### src/rtl/map_renderer_if.sv
// Framebuffer write port between the map renderer (master) and the framebuffer/VGA writer (slave).
interface map_renderer_if;
  logic [9:0]  wr_x;
  logic [8:0]  wr_y;
  logic [23:0] wr_color;
  logic        wr_valid;
  logic        wr_ready;

  modport master (output wr_x, wr_y, wr_color, wr_valid, input wr_ready);
  modport slave  (input wr_x, wr_y, wr_color, wr_valid, output wr_ready);
endinterface

### src/rtl/map_renderer.sv
// Raster-scans the screen and emits one framebuffer write per pixel, drawing the
// outlines of every rectangle in map_rom in WALL_COLOR over BG_COLOR.
module map_renderer #(
  parameter int          WIDTH      = 640,
  parameter int          HEIGHT     = 480,
  parameter int          NUM_RECTS  = 21,
  parameter logic [23:0] WALL_COLOR = 24'h0000FF,
  parameter logic [23:0] BG_COLOR   = 24'h000000
) (
  input  logic              clk,
  input  logic              reset,
  input  logic              start,
  input  logic [37:0]       map_rom [NUM_RECTS],
  map_renderer_if.master    wr,
  output logic              busy,
  output logic              done
);

  typedef enum logic [1:0] {S_IDLE, S_DRAW, S_DONE} state_t;

  state_t     state, state_nxt;
  logic       accept;
  logic       last_px;
  logic       load;
  logic [9:0] x_nxt;
  logic [8:0] y_nxt;
  logic       hit_nxt;

  assign accept  = wr.wr_valid && wr.wr_ready;
  assign last_px = (wr.wr_x == 10'(WIDTH - 1)) && (wr.wr_y == 9'(HEIGHT - 1));
  assign load    = ((state == S_IDLE) && start) || accept;

  // NOTE: sequential state uses non-blocking assignments so every register
  // samples pre-edge values, independent of process ordering.
  always_ff @(posedge clk or negedge reset) begin
    if (!reset) state <= S_IDLE;
    else        state <= state_nxt;
  end

  // NOTE: every signal written here gets a default first, so no path can infer a latch.
  always_comb begin
    state_nxt = state;
    case (state)
      S_IDLE:  if (start) state_nxt = S_DRAW;
      S_DRAW:  if (accept && last_px) state_nxt = S_DONE;
      S_DONE:  state_nxt = S_IDLE;
      default: state_nxt = S_IDLE;
    endcase
  end

  always_comb begin
    wr.wr_valid = (state == S_DRAW);
    busy        = (state == S_DRAW);
    done        = (state == S_DONE);
  end

  // Pixel that will be presented after the next load; (0,0) starts and ends a frame.
  always_comb begin
    x_nxt = '0;
    y_nxt = '0;
    if (state == S_DRAW) begin
      if (wr.wr_x == 10'(WIDTH - 1)) begin
        x_nxt = '0;
        y_nxt = last_px ? 9'd0 : wr.wr_y + 9'd1;
      end else begin
        x_nxt = wr.wr_x + 10'd1;
        y_nxt = wr.wr_y;
      end
    end
  end

  // Outline test on the upcoming pixel so its colour registers alongside its coordinates.
  // Corners fail both strict inequalities and are therefore excluded.
  always_comb begin
    hit_nxt = 1'b0;
    for (int i = 0; i < NUM_RECTS; i++) begin
      hit_nxt = hit_nxt
        | (((x_nxt == map_rom[i][37:28]) || (x_nxt == map_rom[i][18:9]))
           && (y_nxt > map_rom[i][27:19]) && (y_nxt < map_rom[i][8:0]))
        | (((y_nxt == map_rom[i][27:19]) || (y_nxt == map_rom[i][8:0]))
           && (x_nxt > map_rom[i][37:28]) && (x_nxt < map_rom[i][18:9]));
    end
  end

  always_ff @(posedge clk or negedge reset) begin
    if (!reset) begin
      wr.wr_x     <= '0;
      wr.wr_y     <= '0;
      wr.wr_color <= BG_COLOR;
    end else if (load) begin
      wr.wr_x     <= x_nxt;
      wr.wr_y     <= y_nxt;
      wr.wr_color <= ((state == S_DRAW) && last_px) ? BG_COLOR
                   : (hit_nxt ? WALL_COLOR : BG_COLOR);
    end
  end

endmodule

### src/flat_wrapper.sv
// flat-port wrapper written by rule: the top's interface ports become plain ports
module map_renderer_flat 
#(
  parameter int          WIDTH      = 640,
  parameter int          HEIGHT     = 480,
  parameter int          NUM_RECTS  = 21,
  parameter logic [23:0] WALL_COLOR = 24'h0000FF,
  parameter logic [23:0] BG_COLOR   = 24'h000000
)
  (clk, reset, start, map_rom, busy, done, wr_wr_x, wr_wr_y, wr_wr_color, wr_wr_valid, wr_wr_ready);
  map_renderer_if wr_i ();
  input  logic clk;
  input  logic reset;
  input  logic start;
  input  logic [37:0] map_rom[NUM_RECTS];
  output logic busy;
  output logic done;
  output wire logic [$bits(wr_i.wr_x)-1:0] wr_wr_x;
  output wire logic [$bits(wr_i.wr_y)-1:0] wr_wr_y;
  output wire logic [$bits(wr_i.wr_color)-1:0] wr_wr_color;
  output wire logic [$bits(wr_i.wr_valid)-1:0] wr_wr_valid;
  input wire logic [$bits(wr_i.wr_ready)-1:0] wr_wr_ready;
  assign wr_wr_x = wr_i.wr_x;
  assign wr_wr_y = wr_i.wr_y;
  assign wr_wr_color = wr_i.wr_color;
  assign wr_wr_valid = wr_i.wr_valid;
  assign wr_i.wr_ready = wr_wr_ready;
  map_renderer #(.WIDTH(WIDTH), .HEIGHT(HEIGHT), .NUM_RECTS(NUM_RECTS), .WALL_COLOR(WALL_COLOR), .BG_COLOR(BG_COLOR)) u_core (.clk(clk), .reset(reset), .start(start), .map_rom(map_rom), .wr(wr_i), .busy(busy), .done(done));
endmodule
### config.mk
export PLATFORM = sky130hd
export DESIGN_NAME = map_renderer_flat
export DESIGN_NICKNAME = d
export VERILOG_FILES = /design/src/rtl/map_renderer_if.sv /design/src/rtl/map_renderer.sv /design/src/flat_wrapper.sv
export SDC_FILE = /design/constraint.sdc
export NUM_CORES = 1
export LEC_CHECK = 0
export CAP_MARGIN = 25
export CORE_AREA = 2 2 325 327
export CTS_CLUSTER_DIAMETER = 120
export DETAILED_ROUTE_END_ITERATION = 6
export DIE_AREA = 0 0 327 329
export PLACE_DENSITY_LB_ADDON = 0.05
export SLEW_MARGIN = 0
export SYNTH_ARGS = -nofsm -noshare
export SYNTH_HDL_FRONTEND = slang
export SYNTH_SLANG_ARGS = --single-unit
export TNS_END_PERCENT = 1
### constraint.sdc
create_clock -name clk -period 5.85 [get_ports clk]
set_input_delay 0.8775 -clock clk [delete_from_list [all_inputs] [get_ports clk]]
set_output_delay 0.8775 -clock clk [all_outputs]
set_load 0.005 [all_outputs]
Word level (Yosys, flattened, before mapping)

Index checks and enable logic that the tools add are counted.
Widths: inputs -> output; s select.

Add/sub/neg operators: 2
Magnitude comparators: 84
Eq/ne operators: 90
Multiplexer cells: 10
Bitwise gates (word level): 41
Reductions and logical operators: 134

Operator list:

| kind                  | number |
|---|---|
| $eq 10x10->1          | 42 |
| $eq 9x9->1            | 42 |
| $gt 10x10->1          | 21 |
| $lt 10x10->1          | 21 |
| $gt 9x9->1            | 21 |
| $lt 9x9->1            | 21 |
| $logic_and 1x1->1     | 89 |
| $logic_or 1x1->1      | 43 |
| $or 1x1->1            | 41 |
| $mux 9                | 3 |
| $mux 24               | 1 |
| $mux 10               | 2 |
| $add 10x1->10 const B | 1 |
| $eq 10x10->1 const B  | 1 |
| $add 9x1->9 const B   | 1 |
| $eq 9x9->1 const B    | 1 |
| $mux 8                | 1 |
| $mux 2                | 2 |
| $ne 2x2->1 const B    | 2 |
| $pmux 2 s2            | 1 |
| $eq 2x1->1 const B    | 1 |
| $eq 2x2->1 const B    | 1 |
| $logic_not 2->1       | 1 |
| $reduce_and 2->1      | 1 |

Register bits: 45
Output and inout port bits: 46
Word-level logic and storage cells: 365

Depth between registers and ports, before layout

Gate-level depths: netlist of the first run.

Depth in word-level cells: 52
Gate-level depth with buffers: 20

Worst setup path before layout of the first run

OpenSTA, ideal clock, no wires.

Kind: register -> register
Start: register u_core.wr.wr_x[0]
End: register u_core.wr.wr_color[6]
Setup time: 0.136 ns
Arrival time: 5.275 ns
Data required time: 5.714 ns
Setup slack: 0.440 ns
Stages on the path, launching flop included: 20
Buffers on the path: 1
Cell sequence: dfrtp_1 > ha_1 > nand4_1 > or3_1 > buf_6 > nor2_1 > nand4_1 > xor2_1 > nor2_1 > ha_1 > a21o_1 > a21o_1 > a211oi_1 > and3b_1 > o22a_1 > o22ai_1 > a21oi_1 > nand3b_1 > nor4_1 > a31oi_1

Word-level cells in the longest chain between the ends: 52
Elaborated cells on any way between the ends: 346
Classes of those cells: add/sub (1); order compare (84); eq/ne (85); mux (7); bitwise (41); reduce/logical (128)

RTL lines:

| element                                                             | line                                   | source |
|---|---|---|
| start, declared                                                     | map_renderer_if.sv:9                   | `modport master (output wr_x, wr_y, wr_color, wr_valid, input wr_ready);` |
| start signal, assigned                                              | map_renderer.sv:91                     | `wr.wr_x <= x_nxt;` |
| $eq 10x10->1 (*)                                                    | map_renderer.sv:30, map_renderer.sv:62 |  |
| $logic_and 1x1->1                                                   | map_renderer.sv:30                     | `assign last_px = (wr.wr_x == 10'(WIDTH - 1)) && (wr.wr_y == 9'(HEIGHT - 1));` |
| $mux 9                                                              | map_renderer.sv:64                     | `y_nxt = last_px ? 9'd0 : wr.wr_y + 9'd1;` |
| $mux 9 (*)                                                          | map_renderer.sv:62                     | `if (wr.wr_x == 10'(WIDTH - 1)) begin` |
| $mux 9 (*)                                                          | map_renderer.sv:61                     | `if (state == S_DRAW) begin` |
| named net u_core.y_nxt[6]                                           | map_renderer.sv:26                     | `logic [8:0] y_nxt;` |
| parallel branches: the longest is 44 deep, another holds $gt 9x9->1 | -                                      |  |
| $or 1x1->1 (*)                                                      | map_renderer.sv:80                     | `\| (((y_nxt == map_rom[i][27:19]) \|\| (y_nxt == map_rom[i][8:0]))` |
| $mux 8 (*)                                                          | map_renderer.sv:94                     | `: (hit_nxt ? WALL_COLOR : BG_COLOR);` |
| $mux 24 (*)                                                         | map_renderer.sv:93                     | `wr.wr_color <= ((state == S_DRAW) && last_px) ? BG_COLOR` |
| end signal, assigned                                                | map_renderer.sv:93                     |  |
| end, declared                                                       | map_renderer_if.sv:9                   |  |

Mark *: on every way through the listed nets, which the timed path passes.
A chain may end at the register's enable or synchronous reset.

Final worst setup path of the first run

Same ends and word-level chain as after synthesis.

==> results of run 1 <==
-- metal layers --
metal  track usage [%]  up-vias
li1                  -    12276
met1              28.9    10987
met2              44.0      601
met3              3.18       91
met4              3.29       36
met5                 0        -
-- synth_stat cells, drive strengths merged (16+ instances only) --
library cell,count
a21oi,203
nor2b,83
a211oi,38
nand2,91
a221oi,16
buf,36
ha,758
o21ai,118
inv,750
o21a,21
a21o,145
nand2b,16
nand4,133
maj3,17
nand3,77
mux2,16
dfrtp,22
nor3,58
nor2,155
-- kinds of logic after synthesis --
family,count (synthesis),synth area share (%)
other,1,0.0173
buffers and inverters,789,14.4
multiplexers,19,0.972
AO/OA/AOI/OAI,670,20.2
XOR/XNOR,23,0.931
adder cells (fa/ha/maj),775,44.6
AND/OR/NAND/NOR,679,16.4
flip-flops,22,2.54
-- final cells by class --
| type | count | area (um2) | share of cell area [%] |
|---|---|---|---|
| multi-input combinational | 2182 | 18200 | 56.0 |
| timing repair buffer | 918 | 9070 | 27.9 |
| inverter | 750 | 2820 | 8.67 |
| tap | 1391 | 1740 | 5.36 |
| sequential | 22 | 551 | 1.69 |
| clock buffer | 3 | 75.1 | 0.231 |
| antenna | 16 | 40.0 | 0.123 |
-- report_power, final --
part	switching (mW)	leakage [nW]	internal [mW]	total, mW
Combinational	2.63	17.5	2.05	4.68
Sequential	0.0455	0.287	0.176	0.221
Clock	0.0653	0.0371	0.0909	0.156
Total	2.74	17.8	2.32	5.06
-- registers in the layout, indices dropped and copies added (netlist names) --
signal,cells
u_core.state,2
u_core.wr.wr_y,9
u_core.wr.wr_x,10
u_core.wr.wr_color,1
-- metrics by stage --
step | instances | area [um2]
floorplan | 2993 | 21700
global placement | 5263 | 32400
detailed placement | 5263 | 32400
CTS | 5266 | 32400
global route | 5278 | 32500
finish | 5282 | 32500
-- worst max-delay path by stage --
stage / startpoint / endpoint / slack (ns) / cells after the start
6_report: u_core.wr.wr_x[0]$_DFFE_PN0P_ / u_core.wr.wr_color[6]$_DFFE_PN0P_ / 0.45 / 19
5_1_grt: u_core.wr.wr_x[0]$_DFFE_PN0P_ / u_core.wr.wr_color[6]$_DFFE_PN0P_ / 0.11 / 19
4_1_cts: u_core.wr.wr_x[0]$_DFFE_PN0P_ / u_core.wr.wr_color[6]$_DFFE_PN0P_ / 0.26 / 19
3_5_place_dp: u_core.wr.wr_x[0]$_DFFE_PN0P_ / u_core.wr.wr_color[6]$_DFFE_PN0P_ / 0.29 / 19
3_3_place_gp: u_core.wr.wr_x[0]$_DFFE_PN0P_ / u_core.wr.wr_color[6]$_DFFE_PN0P_ / 0.45 / 19
2_1_floorplan: u_core.wr.wr_x[0]$_DFFE_PN0P_ / u_core.wr.wr_color[6]$_DFFE_PN0P_ / 0.44 / 19
==> flow_summary_export.csv, run 1 <==
group,metric,value,unit
outcome,outcome,"complete, no violations",
routing,vias,23991,
synth,ys_ff_latch,22,
critical_path,crit_chain,"ha_1 -> nand4_1 -> or3_1 -> nor3_1 -> nand3_1 -> xor2_1 -> nor2_4 -> buf_4 -> buf_4 -> ha_1 -> and4_1 -> nand2_1 -> nor3_1 -> o311ai_1 -> nand4_1 -> nor4_1 -> buf_4 -> and4b_1 -> a31oi_1",
timing,finalSetupViolations,0,
routing,drt-met1-wl,56800,um
routing,drtPass1Iterations,7,
routing,totalWireLength,131000,um
timing,hold_slack,0.483,ns
min_path,min_path_cells,1,
cts,cts_buffer_depth,2,
critical_path,critPathArrivalTime,5.53,ns
critical_path,crit_type,"reg -> reg",
timing,tns,0,ns
min_path,hold_path_startpoint,"u_core.state[1]$_DFFE_PN0P_",
critical_path,cp_common_cell,"buf_4",
grt,globalRouteOverflowTotal,0,
min_path,min_to,"u_core.state[0]$_DFFE_PN0P_",
timing,finalCritPeriodShare,92.4,%
flow_run,cap_violations,0,
synth,synth_cell_types,73,
timing,finalHoldViolations,0,
timing,final.setup_skew,0.00611,ns
synth,syn_area,21600,um2
cts,cts_tree,"done",
cts,postCtsHoldBufs,0,
finish,area_delta_synth_final,50.1,%
cts,clkTransAtPathRegs,0.07,ns
critical_path,cp-start-kind,"register",
floorplanning,core_area,104000,um2
placed_design,pre_cts_ws,0.289,ns
synth,synthCells,2978,
cts,post_cts_buffers,0,
synth,ys_top_cells_by_area,"ha_1, inv_1, a21o_1, a21oi_1, nand4_1",
finish,final_nets,5437,
timing,timing.final.max_slew_violations,0,
critical_path,reg2reg_slack,0.45,ns
grt,grt_usage,23.5,%
critical_path,r2r-start,"u_core.wr.wr_x[0]$_DFFE_PN0P_",
pwr,p_leak,17.8,nW
placed_design,io_buffer_count,831,
cts,cts_resized,0,
grt,grt_first_pass_wirelength,182000,um
critical_path,cp-end-kind,"register",
floorplanning,rows,119,
grt,first_global_vias,25345,
cts,clock_latency,0.27,ns
placed_design,gp_congestion,0.847,
critical_path,cp_top_family,"simple AND/OR/NAND/NOR gates",
synth,synth_edf_count,0,
placed_design,place_hpwl,115000,um
routing,wl_met2,66800,um
timing,rsz0062_at_grt,"no",
timing,period_minus_slack,5.40,ns
routing,drtAntennaViolNets,0,
pwr,ir_worst_vdd,0.149,mV
grt,antenna_found_initial,40,
timing,tightest_slew,0.984,ns
timing,timing.slew.headroom,34.4,%
finish,drive_gt1_share,3.66,%
critical_path,slowest_delay,0.59,ns
floorplanning,dieArea,108000,um2
floorplanning,initial_core_util,20.7,%
routing,drc,0,
cts,clockRootBuffer,"clkbuf_16",
critical_path,required,5.98,ns
synth,ys_async_sr_fraction,100,%
synth,avgSynthCellArea,7.26,um2
floorplanning,io_pins,848,
floorplanning,fp.dieW,327,um
cts,numCtsBuffers,3,
critical_path,cp_slowest_cell,"or3_1",
routing,via_per_inst,4.54,
synth,synth_ff_type,"dfrtp_1",
grt,grt_max_degree,29,
synth,synth_area_leader_cell,"ha_1",
routing,drt_iter0_drc,1114,
finish,mostFrequentLayoutCell,"clkdlybuf4s50_1",
timing,layout_setup_ws,0.446,ns
routing,met3WireLength,5480,um
synth,ys_seq_area_share,2.54,%
critical_path,r2r_end,"u_core.wr.wr_color[6]$_DFFE_PN0P_",
finish,most-common-layout-cells,"clkdlybuf4s50_1, ha_1, inv_1, a21oi_1, a21o_1",
cts,cts_max_level,1,
routing,wl_per_cell,24.8,um
pwr,p_total,5.06,mW
critical_path,crit_buf_inv,3,
critical_path,crit_path_max_fanout,18,
finish,fill_cells,11435,
min_path,hold_path.class,"reg -> reg",
synth,ys_warn_count,0,
synth,synth_top_area_share,43.8,%
routing,routed.top_layer,"met5",
critical_path,r2r_cells,19,
floorplanning,die_y,329,um
cts,cts_sinks,22,
finish,fin_util,31.1,%
pwr,power_density,156,nW/um2
timing,max_freq,185,MHz
Note: power is estimated with default switching activity, not from simulation.
==> run 2: changes to the inputs <==
CELL_PAD_IN_SITES_DETAIL_PLACEMENT = 1   (was not set)
CELL_PAD_IN_SITES_GLOBAL_PLACEMENT = 1   (was not set)
CORE_AREA = 2 2 333 335   (was 2 2 325 327)
DIE_AREA = 0 0 335 337   (was 0 0 327 329)
MAX_ROUTING_LAYER = met4   (was not set)
clock period = 5.3 ns   (was 5.85 ns; I/O delays follow)
==> run 2 against run 1 <==
Effect of this change: worst setup slack worse by 0.20 ns; first-iteration DRC count is 26% lower; fmax is 7.0% higher; register-to-register slack worse by 0.20 ns; sequential cell count stayed put; core utilization is 1.2 points lower; power is 10% higher; worst hold slack better by 0.026 ns; die area is 4.9% higher; count of clock-buffer cells in the layout is 1 higher; sequential share of layout area hardly changed; via count is 1.6% higher.
==> flow_summary_export.csv, run 2 (synthesis gave the netlist of run 1 again) <==
group,metric,value,unit
timing,timing.slew.headroom,45.8,%
floorplanning,initial_core_util,19.7,%
grt,grt_usage,22.9,%
critical_path,reg2reg_slack,0.25,ns
floorplanning,die_y,337,um
grt,busiest_layer,"met2",
finish,mostFrequentLayoutCell,"clkdlybuf4s50_1",
critical_path,crit_path_max_fanout,14,
placed_design,io_buffer_count,831,
finish,largest_register_ffs,10,
timing,finalHoldViolations,0,
floorplanning,rows,122,
timing,rsz0062_at_grt,"no",
pwr,power_frac_comb,92.3,%
floorplanning,io_pins,848,
floorplanning,core_area,110000,um2
finish,drive_gt1_share,3.87,%
routing,drc,0,
routing,totalWireLength,131000,um
flow_run,cap_violations,0,
finish,fill_cells,13295,
pwr,p_total,5.59,mW
pwr,ir_worst_vdd,0.157,mV
finish,fin_util,29.9,%
critical_path,r2r-start,"u_core.wr.wr_x[0]$_DFFE_PN0P_",
pwr,p_int,2.61,mW
critical_path,crit_type,"reg -> reg",
finish,area_delta_synth_final,51.4,%
floorplanning,dieArea,113000,um2
pwr,p_sw,2.97,mW
finish,final_nets,5440,
grt,globalRouteMet1Util,26.0,%
timing,timing.final.max_slew_violations,0,
finish,largestRegisters,"u_core.wr.wr_x (10), u_core.wr.wr_y (9), u_core.state (2)",
pwr,pwr-share-clk,3.5,%
grt,grt_first_pass_wirelength,181000,um
grt,grt_max_degree,42,
cts,cts_sinks,22,
cts,cts_tree,"done",
grt,antenna_found_initial,75,
routing,wl_per_cell,24.5,um
min_path,hold_path_startpoint,"u_core.state[1]$_DFFE_PN0P_",
routing,via_per_inst,4.54,
floorplanning,fp.dieW,335,um
cts,clockRootBuffer,"clkbuf_16",
cts,clock_latency,0.28,ns
min_path,min_to,"u_core.state[0]$_DFFE_PN0P_",
critical_path,cp-end-kind,"register",
finish,top_register,"u_core.wr.wr_x",
timing,final.setup_skew,0.0102,ns
routing,drtPass1Iterations,5,
routing,drt_iter0_drc,824,
placed_design,gp_congestion,0.860,
critical_path,required,5.44,ns
timing,finalSetupViolations,0,
routing,drtAntennaViolNets,0,
timing,period_minus_slack,5.05,ns
timing,max_freq,198,MHz
critical_path,critPathArrivalTime,5.19,ns
grt,first_global_vias,26206,
cts,cts_max_level,1,
grt,globalRouteOverflowTotal,0,
finish,most-common-layout-cells,"clkdlybuf4s50_1, ha_1, inv_1, a21oi_1, a21o_1",
placed_design,pre_cts_ws,-0.146,ns
critical_path,r2r_end,"u_core.wr.wr_color[6]$_DFFE_PN0P_",
critical_path,crit_start,"u_core.wr.wr_x[0]$_DFFE_PN0P_",
min_path,min_path_cells,1,
pwr,p_sw_share,53.3,%
critical_path,r2r_cells,18,
placed_design,place_hpwl,115000,um
pwr,power_density,171,nW/um2
critical_path,cp-start-kind,"register",
timing,finalCritPeriodShare,95.3,%
cts,clkTransAtPathRegs,0.08,ns
pwr,p_leak,17.8,nW
cts,cts_buffer_depth,2,
timing,layout_setup_ws,0.250,ns
pwr,pwr-share-seq,4.2,%
min_path,hold_path.class,"reg -> reg",
timing,tightest_slew,0.809,ns
outcome,outcome,"complete, no violations",
grt,gr-usage-met2,42.2,%
routing,vias,24377,
grt,grt_use_met3,3.57,%
cts,numCtsBuffers,3,
## run 2: cell count changes in the layout (fill, tap and decap cells not counted), moves of 2 or more
| cell | previous run | this run |
|---|---|---|
| diode_2 | 16 | 59 |
| buf_4 | 79 | 75 |
| buf_12 | 8 | 11 |
| buf_6 | 0 | 2 |
## run 2: worst max path at each step
stage	cells past startpoint	to
2_1_floorplan	17	u_core.wr.wr_color[6]$_DFFE_PN0P_
3_3_place_gp	18	u_core.wr.wr_color[6]$_DFFE_PN0P_
3_5_place_dp	19	u_core.wr.wr_color[6]$_DFFE_PN0P_
4_1_cts	19	u_core.wr.wr_color[6]$_DFFE_PN0P_
5_1_grt	19	u_core.wr.wr_color[6]$_DFFE_PN0P_
6_report	18	u_core.wr.wr_color[6]$_DFFE_PN0P_
## run 2: power by group through the flow
stage	clock network, mW	registers (mW)	logic, mW
final	0.197	0.233	5.16
after global routing	0.208	0.239	5.83
after CTS	0.200	0.232	5.18
after detailed placement	0	0.235	5.14
after global placement	0	0.233	5.15
after floorplan	0	0.232	2.74
## run 2: layout make-up
cell class,count,area [um2],area share (%)
Multi-Input combinational cell,2183,18200,55.6
Timing Repair Buffer,920,9140,27.9
Inverter,750,2820,8.60
Tap cell,1426,1780,5.45
Sequential cell,22,551,1.68
Antenna cell,59,148,0.451
Clock buffer,4,88.8,0.271
## run 2: timing repair
item / 4_1_cts / 5_1_grt
resized for setup: 2 / 5
setup buffers: 3 / 13
gates cloned: 0 / 1
pin swaps: 1 / 4
hold endpoints to repair: 0 / 0
hold buffers: 0 / 0
endpoints found under the setup margin: 1 / 1
## run 2: critical path, stage by stage, from the launching register on
cell      delay (ns)
dfrtp_1         0.38
ha_1            0.24
nand4_1         0.13
or3_1           0.14
buf_4           0.16
nand2_1         0.30
nor2_4          0.51
buf_4           0.37
ha_1            0.30
nand4_1         0.14
nor2_1          0.06
a31oi_1         0.60
buf_4           0.25
a211oi_1        0.06
o311a_1         0.11
a31oi_1         0.23
nand3_1         0.14
nor4_1          0.61
a31oi_1         0.16
## run 2: stage by stage
step	cells	area [um2]	hold slack (ns)	setup TNS, ns
after CTS	5291	32500	0.513	0
after global placement	5283	32300	0.488	-0.142
after floorplan	2993	21700	0.431	0
after global routing	5362	32700	0.536	0
final	5364	32700	0.508	0
after detailed placement	5284	32300	0.508	-0.146
## run 2: per-layer routing
metal	share of wire [%]	vias up	routed length, um
met5	0	-	0
met4	1.1	0	1510
met3	4.4	64	5810
met2	52	546	68500
met1	42	11442	55400
li1	-	12325	-
